File: config.mk
export PLATFORM = sky130hd
export DESIGN_NAME = divisor_mailbox
export DESIGN_NICKNAME = d
export VERILOG_FILES = /design/src/rtl/divmbx_pkg.sv /design/src/rtl/divmbx_pulse_gen.sv /design/src/rtl/divisor_mailbox.sv
export SDC_FILE = /design/constraint.sdc
export NUM_CORES = 1
export LEC_CHECK = 0
export CAP_MARGIN = 20
export CORE_MARGIN = 3
export CORE_UTILIZATION = 47
export DETAILED_ROUTE_END_ITERATION = 12
export MAX_ROUTING_LAYER = met4
export PLACE_DENSITY_LB_ADDON = 0.08
export SETUP_SLACK_MARGIN = 0.2
export SLEW_MARGIN = 20
export SYNTH_ARGS = -nofsm -noshare
export SYNTH_HDL_FRONTEND = slang
export SYNTH_HIERARCHICAL = 1
export SYNTH_SLANG_ARGS = --single-unit
File: constraint.sdc
create_clock -name CLK_I -period 2.2 [get_ports CLK_I]
set_clock_uncertainty 0.2 [all_clocks]
set_input_delay 0.33 -clock CLK_I [delete_from_list [all_inputs] [get_ports CLK_I]]
set_output_delay 0.33 -clock CLK_I [all_outputs]
set_load 0.1 [all_outputs]
File: src/rtl/divmbx_pkg.sv
`default_nettype none
// ============================================================================
//  Module   : divmbx_pkg
//  Purpose  : Shared definitions for the divisor mailbox: state encoding,
//             register offsets, default base address and pulse counter width.
//  Ports    : none (package)
//  Revision : 1.0 - initial release
// ============================================================================
package divmbx_pkg;

  // Mailbox sequencing states
  typedef enum logic [1:0] {
    ST_IDLE      = 2'd0,
    ST_ANNOUNCE  = 2'd1,
    ST_WAIT_READ = 2'd2
  } divmbx_state_e;

  // Word offsets of the two divisor halves relative to the base address
  localparam int unsigned LO_OFS = 0;
  localparam int unsigned HI_OFS = 1;

  // Default location of the low half on the host bus
  localparam logic [15:0] DIVMBX_BASE_ADDR = 16'h400A;

  // Pulse counter width; covers the legal PULSE_LEN range 2..15
  localparam int unsigned PULSE_CNT_W = 4;

endpackage : divmbx_pkg
`default_nettype wire

File: src/rtl/divmbx_pulse_gen.sv
`default_nettype none
// ============================================================================
//  Module   : divmbx_pulse_gen
//  Purpose  : Down-counter that produces a PULSE_LEN-cycle busy window after
//             a start strobe. done_o marks the last cycle of the window.
//  Ports    : clk_i    - clock
//             rst_n_i  - asynchronous active-low reset
//             start_i  - load counter with PULSE_LEN
//             busy_o   - counter non-zero (pulse window active)
//             done_o   - counter equals 1 (final cycle of the window)
//  Revision : 1.0 - initial release
// ============================================================================
module divmbx_pulse_gen
  import divmbx_pkg::*;
#(
  parameter int unsigned PULSE_LEN = 4
) (
  input  logic clk_i,
  input  logic rst_n_i,
  input  logic start_i,
  output logic busy_o,
  output logic done_o
);

  logic [PULSE_CNT_W-1:0] cnt_q;
  logic [PULSE_CNT_W-1:0] cnt_d;

  always_comb begin
    cnt_d = cnt_q;
    if (start_i) begin
      cnt_d = PULSE_CNT_W'(PULSE_LEN);
    end else if (cnt_q != '0) begin
      cnt_d = cnt_q - PULSE_CNT_W'(1);
    end
  end

  always_ff @(posedge clk_i or negedge rst_n_i) begin
    if (!rst_n_i) begin
      cnt_q <= '0;
    end else begin
      cnt_q <= cnt_d;
    end
  end

  assign busy_o = (cnt_q != '0);
  assign done_o = (cnt_q == PULSE_CNT_W'(1));

endmodule : divmbx_pulse_gen
`default_nettype wire

File: src/rtl/divisor_mailbox.sv
`default_nettype none
// ============================================================================
//  Module   : divisor_mailbox
//  Purpose  : Wishbone slave mailbox that captures a 32-bit divisor from the
//             DSP core, announces it with a divisor_update pulse and holds
//             off the next DSP value until both 16-bit halves have been read
//             by the clock-divisor master.
//  Ports    : CLK_I, RST_N_I            - clock, async active-low reset
//             CYC_I, STB_I, WE_I        - Wishbone cycle / strobe / write
//             ADR_I, DAT_I              - Wishbone address / write data
//             DAT_O, ACK_O, STALL_O     - Wishbone read data / ack / stall
//             dsp_divisor, dsp_valid    - divisor from DSP core
//             dsp_ready                 - mailbox can accept a divisor
//             divisor_update            - announcement pulse to the master
//             overrun                   - sticky read-wait timeout flag
//  Config   : `define DIVMBX_TIMEOUT_EN enables the read-wait timeout and
//             the overrun flag; otherwise WAIT_READ waits indefinitely.
//  Revision : 1.0 - initial release
// ============================================================================
module divisor_mailbox
  import divmbx_pkg::*;
#(
  parameter int unsigned                        WISHBONE_DATAWIDTH    = 15,
  parameter int unsigned                        WISHBONE_ADDRESSWIDTH = 15,
  parameter logic [WISHBONE_ADDRESSWIDTH:0]     BASE_ADDR             = DIVMBX_BASE_ADDR,
  parameter int unsigned                        PULSE_LEN             = 4,
  parameter int unsigned                        TIMEOUT_CYCLES        = 1024
) (
  input  logic                                  CLK_I,
  input  logic                                  RST_N_I,
  input  logic                                  CYC_I,
  input  logic                                  STB_I,
  input  logic                                  WE_I,
  input  logic [WISHBONE_ADDRESSWIDTH:0]        ADR_I,
  input  logic [WISHBONE_DATAWIDTH:0]           DAT_I,
  output logic [WISHBONE_DATAWIDTH:0]           DAT_O,
  output logic                                  ACK_O,
  output logic                                  STALL_O,
  input  logic [2*WISHBONE_DATAWIDTH+1:0]       dsp_divisor,
  input  logic                                  dsp_valid,
  output logic                                  dsp_ready,
  output logic                                  divisor_update,
  output logic                                  overrun
);

  localparam int unsigned DW = WISHBONE_DATAWIDTH + 1;
  localparam int unsigned AW = WISHBONE_ADDRESSWIDTH + 1;

  localparam logic [AW-1:0] c_LO_ADDR = BASE_ADDR + AW'(LO_OFS);
  localparam logic [AW-1:0] c_HI_ADDR = BASE_ADDR + AW'(HI_OFS);

  // --------------------------------------------------------------------------
  // Registers
  // --------------------------------------------------------------------------
  divmbx_state_e      state_q;
  divmbx_state_e      state_d;
  logic               dsp_ready_q;
  logic               dsp_ready_d;
  logic [2*DW-1:0]    mbx_reg_q;
  logic [DW-1:0]      dat_q;
  logic               ack_q;
  logic               rd_lo_q;
  logic               rd_hi_q;

  // --------------------------------------------------------------------------
  // Bus decode
  // --------------------------------------------------------------------------
  logic w_stall;
  logic w_hit_lo;
  logic w_hit_hi;
  logic w_req;
  logic w_rd;
  logic w_wr;
  logic w_load;
  logic w_rd_done;
  logic w_timeout;
  logic w_pulse_busy;
  logic w_pulse_done;

  assign w_stall  = 1'b0;
  assign w_hit_lo = (ADR_I == c_LO_ADDR);
  assign w_hit_hi = (ADR_I == c_HI_ADDR);
  assign w_req    = CYC_I & STB_I & ~w_stall & (w_hit_lo | w_hit_hi);
  assign w_rd     = w_req & ~WE_I;
  assign w_wr     = w_req &  WE_I;

  // DSP handshake only completes in IDLE with the registered ready high
  assign w_load   = (state_q == ST_IDLE) & dsp_valid & dsp_ready_q;

  // Both halves fetched and the master has released the bus
  assign w_rd_done = rd_lo_q & rd_hi_q & ~CYC_I;

  // --------------------------------------------------------------------------
  // Announcement pulse timer
  // --------------------------------------------------------------------------
  divmbx_pulse_gen #(
    .PULSE_LEN (PULSE_LEN)
  ) u_pulse_gen (
    .clk_i   (CLK_I),
    .rst_n_i (RST_N_I),
    .start_i (w_load),
    .busy_o  (w_pulse_busy),
    .done_o  (w_pulse_done)
  );

  // --------------------------------------------------------------------------
  // Mailbox storage, read data, ACK and read-tracking flags
  // --------------------------------------------------------------------------
  always_ff @(posedge CLK_I or negedge RST_N_I) begin
    if (!RST_N_I) begin
      mbx_reg_q <= '0;
      dat_q     <= '0;
      ack_q     <= 1'b0;
      rd_lo_q   <= 1'b0;
      rd_hi_q   <= 1'b0;
    end else begin
      ack_q <= w_req;

      // Reads sample the pre-edge contents, so a read coinciding with a
      // DSP load returns the old divisor.
      if (w_rd) begin
        dat_q <= w_hit_lo ? mbx_reg_q[DW-1:0] : mbx_reg_q[2*DW-1:DW];
      end

      // DSP load has priority over a simultaneous host write; the write is
      // still ACKed but its data is dropped.
      if (w_load) begin
        mbx_reg_q <= dsp_divisor;
      end else if (w_wr) begin
        if (w_hit_lo) begin
          mbx_reg_q[DW-1:0] <= DAT_I;
        end else begin
          mbx_reg_q[2*DW-1:DW] <= DAT_I;
        end
      end

      if (w_load) begin
        rd_lo_q <= 1'b0;
        rd_hi_q <= 1'b0;
      end else if (w_rd) begin
        if (w_hit_lo) begin
          rd_lo_q <= 1'b1;
        end
        if (w_hit_hi) begin
          rd_hi_q <= 1'b1;
        end
      end
    end
  end

  // --------------------------------------------------------------------------
  // Optional read-wait timeout
  // --------------------------------------------------------------------------
`ifdef DIVMBX_TIMEOUT_EN
  localparam int unsigned c_TO_W = $clog2(TIMEOUT_CYCLES + 1);

  logic [c_TO_W-1:0] to_cnt_q;
  logic              overrun_q;

  // Counts cycles spent in WAIT_READ; cleared whenever the state is left
  always_ff @(posedge CLK_I or negedge RST_N_I) begin
    if (!RST_N_I) begin
      to_cnt_q  <= '0;
      overrun_q <= 1'b0;
    end else begin
      if (state_q == ST_WAIT_READ) begin
        to_cnt_q <= to_cnt_q + c_TO_W'(1);
      end else begin
        to_cnt_q <= '0;
      end
      if (w_timeout & ~w_rd_done) begin
        overrun_q <= 1'b1;
      end
    end
  end

  assign w_timeout = (state_q == ST_WAIT_READ) &&
                     (to_cnt_q == c_TO_W'(TIMEOUT_CYCLES - 1));
  assign overrun   = overrun_q;
`else
  logic w_unused_timeout_cfg;

  assign w_unused_timeout_cfg = (TIMEOUT_CYCLES == 0);
  assign w_timeout            = 1'b0;
  assign overrun              = 1'b0;
`endif

  // --------------------------------------------------------------------------
  // State machine: state register
  // --------------------------------------------------------------------------
  always_ff @(posedge CLK_I or negedge RST_N_I) begin
    if (!RST_N_I) begin
      state_q     <= ST_IDLE;
      dsp_ready_q <= 1'b0;
    end else begin
      state_q     <= state_d;
      dsp_ready_q <= dsp_ready_d;
    end
  end

  // --------------------------------------------------------------------------
  // State machine: next-state logic
  // --------------------------------------------------------------------------
  always_comb begin
    state_d = state_q;
    case (state_q)
      ST_IDLE: begin
        if (w_load) begin
          state_d = ST_ANNOUNCE;
        end
      end
      ST_ANNOUNCE: begin
        if (w_pulse_done) begin
          state_d = ST_WAIT_READ;
        end
      end
      ST_WAIT_READ: begin
        if (w_rd_done || w_timeout) begin
          state_d = ST_IDLE;
        end
      end
      default: begin
        state_d = ST_IDLE;
      end
    endcase
  end

  // --------------------------------------------------------------------------
  // State machine: outputs
  // --------------------------------------------------------------------------
  always_comb begin
    // Ready is registered from the next state so it is valid in the very
    // cycle the FSM lands in IDLE and drops the cycle after a load.
    dsp_ready_d    = (state_d == ST_IDLE);
    divisor_update = (state_q == ST_ANNOUNCE) & w_pulse_busy;
  end

  assign dsp_ready = dsp_ready_q;
  assign DAT_O     = dat_q;
  assign ACK_O     = ack_q;
  assign STALL_O   = w_stall;

endmodule : divisor_mailbox
`default_nettype wire

==> results of run 1 <==
[how the worst max path moves through the flow]
stage                           end       from
after floorplan           DAT_O[10]   ADR_I[7]
after global placement    DAT_O[12]   ADR_I[7]
after detailed placement  DAT_O[13]   ADR_I[7]
after CTS                 DAT_O[15]  ADR_I[15]
after global routing       DAT_O[4]  ADR_I[12]
final                     DAT_O[15]  ADR_I[12]
[power groups by stage]
stage | combinational [uW] | clock [uW] | sequential, uW
after detailed placement | 216 | 0 | 1090
after CTS | 217 | 855 | 1070
after global routing | 233 | 923 | 1070
final | 219 | 842 | 1070
after global placement | 215 | 0 | 1090
after floorplan | 44.0 | 0 | 1090
[critical path: stages]
cell	delay, ns
buf_6	0.09
or4_4	0.53
or4_4	0.53
nor3b_4	0.26
buf_12	0.15
buf_12	0.12
mux2_4	0.29
[through the flow]
stage	instance area, um2	setup TNS, ns	setup slack (ns)	hold slack, ns	total power, uW
floorplan	3020	-3.59	-0.269	-0.166	1130
global placement	4060	-26.13	-0.673	0.130	1300
detailed placement	4060	-27.87	-0.706	0.129	1300
CTS	4370	-1.92	-0.126	0.298	2140
global route	4400	-1.39	-0.0907	0.334	2220
finish	4400	-1.18	-0.0796	0.296	2130
[cell families after synthesis]
kind of cell,after synthesis,share of synthesized area [%]
buf+inv,34,5.15
compound gates,71,13.7
mux,34,13.8
other cells,1,0.124
simple gates,96,17.8
fa+ha+maj,3,1.24
flops,58,48.1
[state kept, by name (all words and copies together) (netlist names)]
register and flops:
ACK_O 1, DAT_O 16, dsp_ready 1, mbx_reg_q 32, rd_hi_q 1, rd_lo_q 1
state_q 2, u_pulse_gen/cnt_q 4
[area by class of cell]
cell class | instances | area (um2) | area share [%]
clock buffer | 13 | 149 | 3.38
inverter | 5 | 18.8 | 0.426
clock inverter | 3 | 15.0 | 0.341
tap | 75 | 93.8 | 2.13
timing repair buffer | 120 | 1190 | 27.0
sequential | 58 | 1450 | 33.0
multi-input combinational | 206 | 1490 | 33.7
[per-layer routing]
layer	part of all wire (%)	GRT usage [%]	up-vias
li1	-	-	1309
met1	43	31.2	1392
met4	0.70	6.33	0
met5	0	-	-
met3	7.0	9.13	5
met2	49	40.0	102
[cell usage in the layout (no fill, tap or decap), types with 8 or more instances in the layout]
master,n
o21ai_0,23
nor2_1,36
clkbuf_8,10
mux2_4,17
a31oi_1,33
dfrtp_1,57
o21ai_1,10
nand4_1,32
clkdlybuf4s50_1,64
buf_4,38
mux2_2,16
buf_12,8
[timing repair]
action | CTS | global route
hold buffers | 1 | 0
endpoints found under the hold margin | 21 | 0
buffers inserted | 10 | 2
cloned | 0 | 0
pin swaps | 6 | 3
resized for setup | 30 | 13
endpoints found under the setup margin | 52 | 51
==> results by group, run 1 <==
Floorplanning
  • Initial core utilization: 49.8%
  • Core box area: 6060 um2
  • DIE HEIGHT: 86.1 um
  • Die X: 86.1 um
  • Ports: 91
  • Rows: 28
  • Die area: 7410 um2

Finish
  • Layout cells sized above 1: between 20% and 30%
  • Diodes inserted: 0
  • Layout net count: 473
  • Post-Layout Cell Count: 480
  • Synth-to-Final Area Change: 46.0%
  • Fill cells: 467
  • Finished Core Util: between 70% and 80%

Route
  • Final WL: 8730 um
  • DR pass1 iterations: 4
  • DRC Markers: 0
  • Initial drt markers: 184
  • Post-DR wirelength/cell: approximately 18 um
  • Detail Route Antenna Nets: 0
  • Vias per cell: ~6
  • Routed vias: 2808

Placement
  • Inst Count DP: 451
  • Post-DP HPWL: between 5000 and 6000 um
  • Placer Congestion: ~0.73
  • Port buffer count: 88

STA
  • Least-Margin Pin Slew: 0.514 ns
  • Tmin final: 2.28 ns
  • Fmax: roughly 440 MHz
  • Final Max Slew Viols: 0
  • RSZ-0062 raised after global routing: yes
  • Hold Fails Final Rpt: 0
  • Setup slack after layout: -0.0796 ns
  • Final setup fails: 18
  • Max_slew headroom: 65.7%
  • Period utilization: 104%

Setup path
  • R2r startpoint: u_pulse_gen/cnt_q[1]
  • R2r endpoint: u_pulse_gen/cnt_q[0]
  • Critical Path Start Type: input port
  • R2R cell count: 5
  • Critical path class: in2reg
  • Critical Path AT: 2.29 ns
  • Register-to-register path setup slack: approximately 0.48 ns
  • WP data required: 2.21 ns
  • Critical Path End Type: flop
  • Worst-path fanout max: 7

Power
  • Switching Fraction: 23.4%
  • Cell Pwr Density: 483 nW/um2
  • P_int: 1630 uW
  • Combinational power share: 10.3%
  • Net switching power: 497 uW
  • Peak VDD IR: 0.429 mV
  • Flop pwr share: 50.1%
  • Clock power frac: 39.6%
  • Leak pwr: 0.00201 uW

GRT
  • Antenna violations before repair: 0
  • Vias in the first global route: ~2900
  • Gr ovfl total: 0
  • First-pass GRT wire length: 14100 um
  • Overall Global Routing Usage: approximately 25%
  • Largest net degree at the start of global routing: 40

Clocking
  • Bufs on Longest Clock Path: 2
  • CTS tree: yes
  • Cts bufs inserted: 9
  • Clock latency at the later pin of the worst-skew pair: 0.33 ns
  • Clock transition at path regs: 0.06 ns
  • H-tree depth: 3
  • Clk sink count: 58
  • Root buffer cell: clkbuf_8

Run status
  • Status: complete, but fails checks
  • Failing checks: negative setup slack

Job
  • Maxcap violations: 0

Logic synthesis
  • Synth top cells by count: dfrtp_1, nor2_1, a31oi_1, o21ai_0, nand4_1
  • Yosys cell types: 31
  • Most frequent cell after synthesis: dfrtp_1
  • Synth area leaders: dfrtp_1, mux2_2, a31oi_1
  • Synthesized area: 3020 um2
  • Yosys top cell by area: dfrtp_1
  • Synth warn: 6
  • Flops & latches, synth: 58
  • Main flop type after synthesis: dfrtp_1
  • Post-Syn Instances: 297
  • Asr flop ratio synth: 100%
  • Post-synth top area share: 48.1%
  • Register area share after synthesis: 48.1%
  • EDFF count, synth: 0
  • Post-synthesis average cell area: 10.2 um2

Worst hold path
  • Worst Hold Class: in2async
Note: power is estimated with default switching activity, not from simulation.
==> run 2, diff against run 1 <==
--- a/config.mk
+++ b/config.mk
@@ -6,9 +6,12 @@
 export NUM_CORES = 1
 export LEC_CHECK = 0
 export CAP_MARGIN = 20
+export CELL_PAD_IN_SITES_DETAIL_PLACEMENT = 0
+export CELL_PAD_IN_SITES_GLOBAL_PLACEMENT = 1
 export CORE_MARGIN = 3
-export CORE_UTILIZATION = 47
+export CORE_UTILIZATION = 36
 export DETAILED_ROUTE_END_ITERATION = 12
+export GPL_TIMING_DRIVEN = 0
 export MAX_ROUTING_LAYER = met4
 export PLACE_DENSITY_LB_ADDON = 0.08
 export SETUP_SLACK_MARGIN = 0.2
==> run 2 against run 1 <==
The flow still finishes with violations (negative setup slack). Global-route usage down 3.6 points. Die area up 28%. Sequential cell count is the same. Hold slack worse by 0.087 ns. Routed wire length up 15%. Setup slack lost 0.016 ns. Count of clock-buffer cells in the layout rose by 1. Register-to-register slack worse by 0.32 ns. Via count increased by 2.5%. First-iteration DRC count down 29%. Utilization fell by 11 points. Clock power increased by 21%. Critical path type unchanged. Largest power group unchanged. Highest routed layer unchanged.
==> results by group, run 2 (synthesis gave the netlist of run 1 again) <==
Run status
  • Status: complete, but fails checks (unchanged)
  • Failing checks: negative setup slack (unchanged)

Floorplanning
  • Ports: 91 (unchanged)
  • Die area: 9510 um2 (was 7410 um2)
  • Initial core utilization: 38.0% (was 49.8%)
  • DIE HEIGHT: 97.5 um (was 86.1 um)
  • Rows: 32 (was 28)
  • Core box area: 7930 um2 (was 6060 um2)
  • Die X: 97.5 um (was 86.1 um)

STA
  • Tmin final: 2.30 ns (was 2.28 ns)
  • Hold Fails Final Rpt: 0 (unchanged)
  • Least-Margin Pin Slew: 0.584 ns (was 0.514 ns)
  • Period utilization: 104% (about the same)
  • Setup slack after layout: -0.0953 ns (was -0.0796 ns)
  • RSZ-0062 raised after global routing: yes (unchanged)
  • Fmax: 436 MHz (was 439 MHz)
  • Max_slew headroom: 61.1% (was 65.7%)
  • Final Max Slew Viols: 0 (unchanged)
  • Worst hold margin: 0.210 ns (was 0.296 ns)
  • Final setup fails: 28 (was 18)
  • Fin Setup TNS: -1.08 ns (was -1.18 ns)

Finish
  • Most frequent cells in the layout: clkdlybuf4s50_1, dfrtp_1, nor2_1 (was clkdlybuf4s50_1, dfrtp_1, buf_4)
  • Layout net count: 498 (was 473)
  • Commonest non-fill, non-tap cell in the layout: clkdlybuf4s50_1 (unchanged)
  • Area occupied by multi-input gates: 1650 um2 (was 1490 um2)
  • Largest Register: mbx_reg_q (unchanged)
  • Sequential cell area: 1450 um2 (unchanged)
  • Final Cell Area: 4920 um2 (was 4400 um2)
  • Diodes inserted: 0 (unchanged)
  • Fill cells: 688 (was 467)
  • Layout cells sized above 1: 38.4% (was 27.7%)
  • Synth-to-Final Area Change: 63.1% (was 46.0%)
  • Max FFs per register: 32 (unchanged)

Setup path
  • Crit. Startpoint: ADR_I[12] (unchanged)
  • WP data required: 2.23 ns (was 2.21 ns)
  • CP max-delay cell: or4_4 (unchanged)
  • Max stage delay on crit path: 0.53 ns (about the same)
  • Worst-path fanout max: 4 (was 7)
  • Critical path class: in2reg (unchanged)
  • R2r startpoint: state_q[1] (was u_pulse_gen/cnt_q[1])
  • R2R cell count: 5 (unchanged)
  • Register-to-register path setup slack: 0.16 ns (was 0.48 ns)
  • Critical Path Start Type: input port (unchanged)
  • R2r endpoint: mbx_reg_q[0] (was u_pulse_gen/cnt_q[0])
  • CP Cell Sequence: buf_6 -> or4_4 -> or4_4 -> nor3b_4 -> buf_6 -> buf_12 -> buf_8 -> mux2_4 (was buf_6 -> or4_4 -> or4_4 -> nor3b_4 -> buf_12 -> buf_12 -> mux2_4)
  • Critical Path End Type: flop (unchanged)
  • Critical Path AT: 2.32 ns (was 2.29 ns)

Route
  • Vias per cell: 5.41 (was 5.85)
  • Post-DR wirelength/cell: 18.9 um (was 18.2 um)
  • Final WL: 10000 um (was 8730 um)
  • DR pass1 iterations: 4 (unchanged)
  • Routed vias: 2877 (was 2808)
  • DRC Markers: 0 (unchanged)
  • Initial drt markers: 130 (was 184)
  • Detail Route Antenna Nets: 0 (unchanged)

Power
  • Flop pwr share: 46.0% (was 50.1%)
  • Switching Fraction: 23.0% (was 23.4%)
  • Leak pwr: 0.00216 uW (was 0.00201 uW)
  • Cell Pwr Density: 471 nW/um2 (was 483 nW/um2)
  • Combinational power share: 10.0% (was 10.3%)
  • Peak VDD IR: 0.399 mV (was 0.429 mV)
  • Net switching power: 533 uW (was 497 uW)
  • Clock power frac: 44.0% (was 39.6%)
  • P_int: 1780 uW (was 1630 uW)
  • PnR Total Power: 2320 uW (was 2130 uW)

GRT
  • Largest net degree at the start of global routing: 41 (was 40)
  • First-pass GRT wire length: 16100 um (was 14100 um)
  • Overall Global Routing Usage: 21.8% (was 25.4%)
  • Vias in the first global route: 2973 (was 2880)
  • Gr ovfl total: 0 (unchanged)
  • Antenna violations before repair: 0 (unchanged)

Placement
  • Placer Congestion: 0.765 (was 0.732)
  • Port buffer count: 88 (unchanged)
  • Dpl cell area: 4050 um2 (was 4060 um2)
  • Post-DP HPWL: 6590 um (was 5710 um)

Clocking
  • CTS tree: yes (unchanged)
  • Bufs on Longest Clock Path: 2 (unchanged)
  • Cts bufs inserted: 9 (unchanged)
  • H-tree depth: 3 (unchanged)
  • Clock transition at path regs: 0.07 ns (was 0.06 ns)
  • Root buffer cell: clkbuf_8 (unchanged)
  • Clk sink count: 58 (unchanged)
  • Clock latency at the later pin of the worst-skew pair: 0.34 ns (was 0.33 ns)

Worst hold path
  • Worst Hold Class: in2async (unchanged)

Job
  • Maxcap violations: 0 (unchanged)
-- run 2: changes by cell type in the layout (fill, tap and decap cells not counted), sizes merged --
| cell | delta |
|---|---|
| clkbuf | +27 |
| clkinv | -2 |
| dlygate4sd2 | +3 |
| clkdlybuf4s50 | -4 |
| clkdlybuf4s15 | +18 |
| buf | -19 |
| dlymetal6s2s | +1 |
| bufinv | +1 |
-- run 2: worst max path at each step --
stage	endpoint	slack [ns]	cells after the start
after CTS	DAT_O[8]	-0.09	8
after floorplan	DAT_O[10]	-0.27	6
final	DAT_O[7]	-0.1	8
after detailed placement	mbx_reg_q[25]	-0.91	8
after global placement	dsp_ready	-1.70	1
after global routing	DAT_O[7]	-0.11	8
-- run 2: layout make-up --
type / instances / share of cell area (%)
Inverter: 5 / 0.382
Sequential cell: 58 / 29.5
Multi-Input combinational cell: 206 / 33.5
Timing Repair Buffer: 116 / 24.9
Clock buffer: 14 / 3.31
Buffer: 29 / 5.09
Tap cell: 102 / 2.59
Clock inverter: 2 / 0.712
-- run 2: through the flow --
step                std cells  worst slack [ns]  util, %
floorplan                 298            -0.269        -
global route              532            -0.108     62.0
finish                    532           -0.0953     62.0
CTS                       526           -0.0854     61.1
global placement          488             -1.70     50.8
detailed placement        489            -0.905     51.1
-- run 2: layer usage --
layer	track usage, %	routed length, um	vias to the layer above
met4	4.15	104	0
met3	5.38	695	11
met2	33.6	4850	106
met5	-	0	-
li1	-	-	1361
met1	29.5	4380	1399
-- run 2: power by group through the flow --
stage          logic (uW)  registers, uW  clock network, uW
2_1_floorplan        44.0           1090                  0
3_3_place_gp          210           1090                  0
3_5_place_dp          214           1090                  0
4_1_cts               232           1070               1040
5_1_grt               247           1070               1080
6_report              231           1070               1020
-- run 2: timing repair --
action,in CTS,in global routing
gates resized for setup,201,8
setup buffers,18,5
endpoints found under the hold margin,56,0
hold buffers,1,0
gates cloned,2,1
pin swaps,50,6
endpoints found under the setup margin,70,51
-- run 2: critical path: cells and delay by family --
family | cells | cell delay [ns]
and+or+nand+nor | 3 | 1.22
muxes | 1 | 0.29
buffers and inverters | 4 | 0.48
==> run 3, diff against run 2 <==
--- a/config.mk
+++ b/config.mk
@@ -9,8 +9,10 @@
 export CELL_PAD_IN_SITES_DETAIL_PLACEMENT = 0
 export CELL_PAD_IN_SITES_GLOBAL_PLACEMENT = 1
 export CORE_MARGIN = 3
-export CORE_UTILIZATION = 36
+export CORE_UTILIZATION = 50
+export CTS_BUF_LIST = sky130_fd_sc_hd__clkbuf_4 sky130_fd_sc_hd__clkbuf_8
 export DETAILED_ROUTE_END_ITERATION = 12
+export DONT_BUFFER_PORTS = 1
 export GPL_TIMING_DRIVEN = 0
 export MAX_ROUTING_LAYER = met4
 export PLACE_DENSITY_LB_ADDON = 0.08
==> run 3 against run 2 <==
The run now ends clean. Design area is 16% lower. Setup slack better by 0.11 ns. Non-clock buffer count is 51 lower. Critical path depth is 2 lower. Routed wire length is 7.5% lower. Utilization is 11 points higher. First-iteration DRC count is 41% higher. Die area is 26% lower. Maximum frequency is 5.2% higher. Count of clock-buffer cells in the layout is 2 lower. Sequential power hardly changed. Clock power hardly changed. Largest cell class unchanged. Largest power group unchanged.
==> results by group, run 3 (synthesis gave the netlist of run 1 again) <==
Job
  • Maxcap violations: 0 (unchanged)

STA
  • Tmin final: 2.18 ns (was 2.30 ns)
  • Least-Margin Pin Slew: 0.939 ns (was 0.584 ns)
  • Fmax: 458 MHz (was 436 MHz)
  • Final setup fails: 0 (was 28)
  • Max_slew headroom: 37.4% (was 61.1%)
  • Hold Fails Final Rpt: 0 (unchanged)
  • Final Max Slew Viols: 0 (unchanged)
  • RSZ-0062 raised after global routing: yes (unchanged)
  • Setup slack after layout: 0.0187 ns (was -0.0953 ns)
  • Period utilization: 99.2% (was 104%)

Floorplanning
  • Rows: 27 (was 32)
  • Initial core utilization: 53.1% (was 38.0%)
  • DIE HEIGHT: 83.7 um (was 97.5 um)
  • Ports: 91 (unchanged)
  • Core box area: 5680 um2 (was 7930 um2)
  • Die area: 7000 um2 (was 9510 um2)
  • Die X: 83.7 um (was 97.5 um)

Clocking
  • Bufs on Longest Clock Path: 2 (unchanged)
  • Clock transition at path regs: 0.06 ns (was 0.07 ns)
  • CTS tree: yes (unchanged)
  • Root buffer cell: clkbuf_8 (unchanged)
  • Clk sink count: 58 (unchanged)
  • Cts bufs inserted: 9 (unchanged)
  • H-tree depth: 3 (unchanged)
  • Clock latency at the later pin of the worst-skew pair: 0.35 ns (was 0.34 ns)

Finish
  • Post-Layout Cell Count: 450 (was 532)
  • Max FFs per register: 32 (unchanged)
  • Synth-to-Final Area Change: 37.4% (was 63.1%)
  • Commonest non-fill, non-tap cell in the layout: dfrtp_1 (was clkdlybuf4s50_1)
  • Layout cells sized above 1: 29.1% (was 38.4%)
  • Layout net count: 447 (was 498)
  • Diodes inserted: 0 (unchanged)
  • Most frequent cells in the layout: dfrtp_1, dlygate4sd3_1, nor2_1 (was clkdlybuf4s50_1, dfrtp_1, nor2_1)
  • Largest Register: mbx_reg_q (unchanged)

Worst hold path
  • Worst Hold Class: in2reg (was in2async)
  • Hold path cells: 2
  • Hold_sp: dsp_divisor[4]
  • Worst Hold Path EP: mbx_reg_q[4]

Route
  • Initial drt markers: 183 (was 130)
  • Post-DR wirelength/cell: 20.6 um (was 18.9 um)
  • DRC Markers: 0 (unchanged)
  • Routed vias: 2772 (was 2877)
  • Final WL: 9280 um (was 10000 um)
  • Detail Route Antenna Nets: 0 (unchanged)
  • DR pass1 iterations: 5 (was 4)
  • Vias per cell: 6.16 (was 5.41)

GRT
  • Antenna violations before repair: 0 (unchanged)
  • First-pass GRT wire length: 15000 um (was 16100 um)
  • Overall Global Routing Usage: 27.8% (was 21.8%)
  • Gr ovfl total: 0 (unchanged)
  • Vias in the first global route: 2891 (was 2973)
  • Largest net degree at the start of global routing: 59 (was 41)

Setup path
  • Max stage delay on crit path: 0.52 ns (was 0.53 ns)
  • Worst-path fanout max: 5 (was 4)
  • R2r startpoint: dsp_ready (was state_q[1])
  • Critical Path Start Type: input port (unchanged)
  • Critical Path AT: 2.21 ns (was 2.32 ns)
  • Critical Path End Type: flop (unchanged)
  • Register-to-register path setup slack: 0.28 ns (was 0.16 ns)
  • R2r endpoint: mbx_reg_q[13] (was mbx_reg_q[0])
  • CP Cell Sequence: or4_4 -> or4_4 -> nor3b_2 -> buf_6 -> buf_12 -> mux2_4 (was buf_6 -> or4_4 -> or4_4 -> nor3b_4 -> buf_6 -> buf_12 -> buf_8 -> mux2_4)
  • R2R cell count: 4 (was 5)
  • CP max-delay cell: or4_4 (unchanged)
  • Critical path class: in2reg (unchanged)
  • CP most frequent cell: or4_4
  • WP data required: 2.22 ns (was 2.23 ns)

Power
  • Cell Pwr Density: 536 nW/um2 (was 471 nW/um2)
  • Leak pwr: 0.00185 uW (was 0.00216 uW)
  • Peak VDD IR: 0.551 mV (was 0.399 mV)

Placement
  • Post-DP HPWL: 5720 um (was 6590 um)
  • Placer Congestion: 0.826 (was 0.765)
  • Worst slack, placed: -0.429 ns (was -0.905 ns)
  • Port buffer count: 0 (was 88)
  • Inst Count DP: 370 (was 489)

Run status
  • Status: finished clean (was complete, but fails checks)
-- run 3: changes by cell type in the layout (fill, tap and decap cells not counted), moves of 4 or more --
| cell | delta |
|---|---|
| buf_12 | -4 |
| clkdlybuf4s50_1 | -60 |
| clkbuf_4 | +4 |
| clkdlybuf4s15_2 | -18 |
| o21ai_2 | -20 |
| clkbuf_16 | -5 |
| buf_4 | -4 |
| o21ai_1 | +18 |
| dlygate4sd3_1 | +47 |
-- run 3: worst max path at each step --
stage / slack (ns) / startpoint / end
6_report: 0.02 / ADR_I[7] / DAT_O[11]
5_1_grt: 0.004 / u_pulse_gen/cnt_q[1] / divisor_update
4_1_cts: 0.03 / ADR_I[7] / DAT_O[9]
3_5_place_dp: -0.43 / ADR_I[7] / DAT_O[11]
3_3_place_gp: -0.41 / ADR_I[7] / DAT_O[11]
2_1_floorplan: -0.27 / ADR_I[7] / DAT_O[10]
-- run 3: power by group --
group / switching, uW / internal, uW / leakage, uW / total, uW
clock: 425 / 569 / 0.000103 / 995
sequential: 0.0418 / 1070 / 0.000804 / 1070
combinational: 82.3 / 78.9 / 0.000945 / 161
-- run 3: routing by layer --
metal	part of all wire, %	global-route usage [%]	up-vias
met5	0	-	-
met4	1.9	10.2	0
met3	7.6	6.42	20
met2	48	42.9	149
met1	42	36.0	1343
li1	-	-	1260
-- run 3: cell type report --
| cell class | instances | area (um2) |
|---|---|---|
| Sequential cell | 58 | 1460 |
| Inverter | 5 | 18.8 |
| Timing Repair Buffer | 65 | 668 |
| Fill cell | 403 | 1530 |
| Buffer | 29 | 188 |
| Clock buffer | 12 | 153 |
| Clock inverter | 3 | 40.0 |
| Tap cell | 72 | 90.1 |
| Multi-Input combinational cell | 206 | 1530 |
-- run 3: per-stage QoR --
step                      TNS (ns)  utilization (%)  total power, uW  hold WS [ns]  area [um2]
final                            0             73.0             2220       0.00191        4140
after global routing             0             73.0             2310      0.000926        4140
after CTS                        0             70.9             2220       0.00349        4020
after detailed placement    -16.98             54.8             1140        -0.164        3110
after global placement      -16.15             54.8             1140        -0.164        3110
after floorplan              -3.59                -             1130        -0.166        3020
-- run 3: critical path, delay by kind of cell --
kind	cells	cell delay, ns
and+or+nand+nor	3	1.24
buffers and inverters	2	0.33
muxes	1	0.30
-- run 3: repair_timing --
action,in CTS,in global routing
endpoints found under the setup margin,50,49
gates resized for setup,42,56
pin swaps,2,6
hold endpoints to repair,90,0
gates cloned,1,0
buffers inserted,9,6
hold buffers,49,0
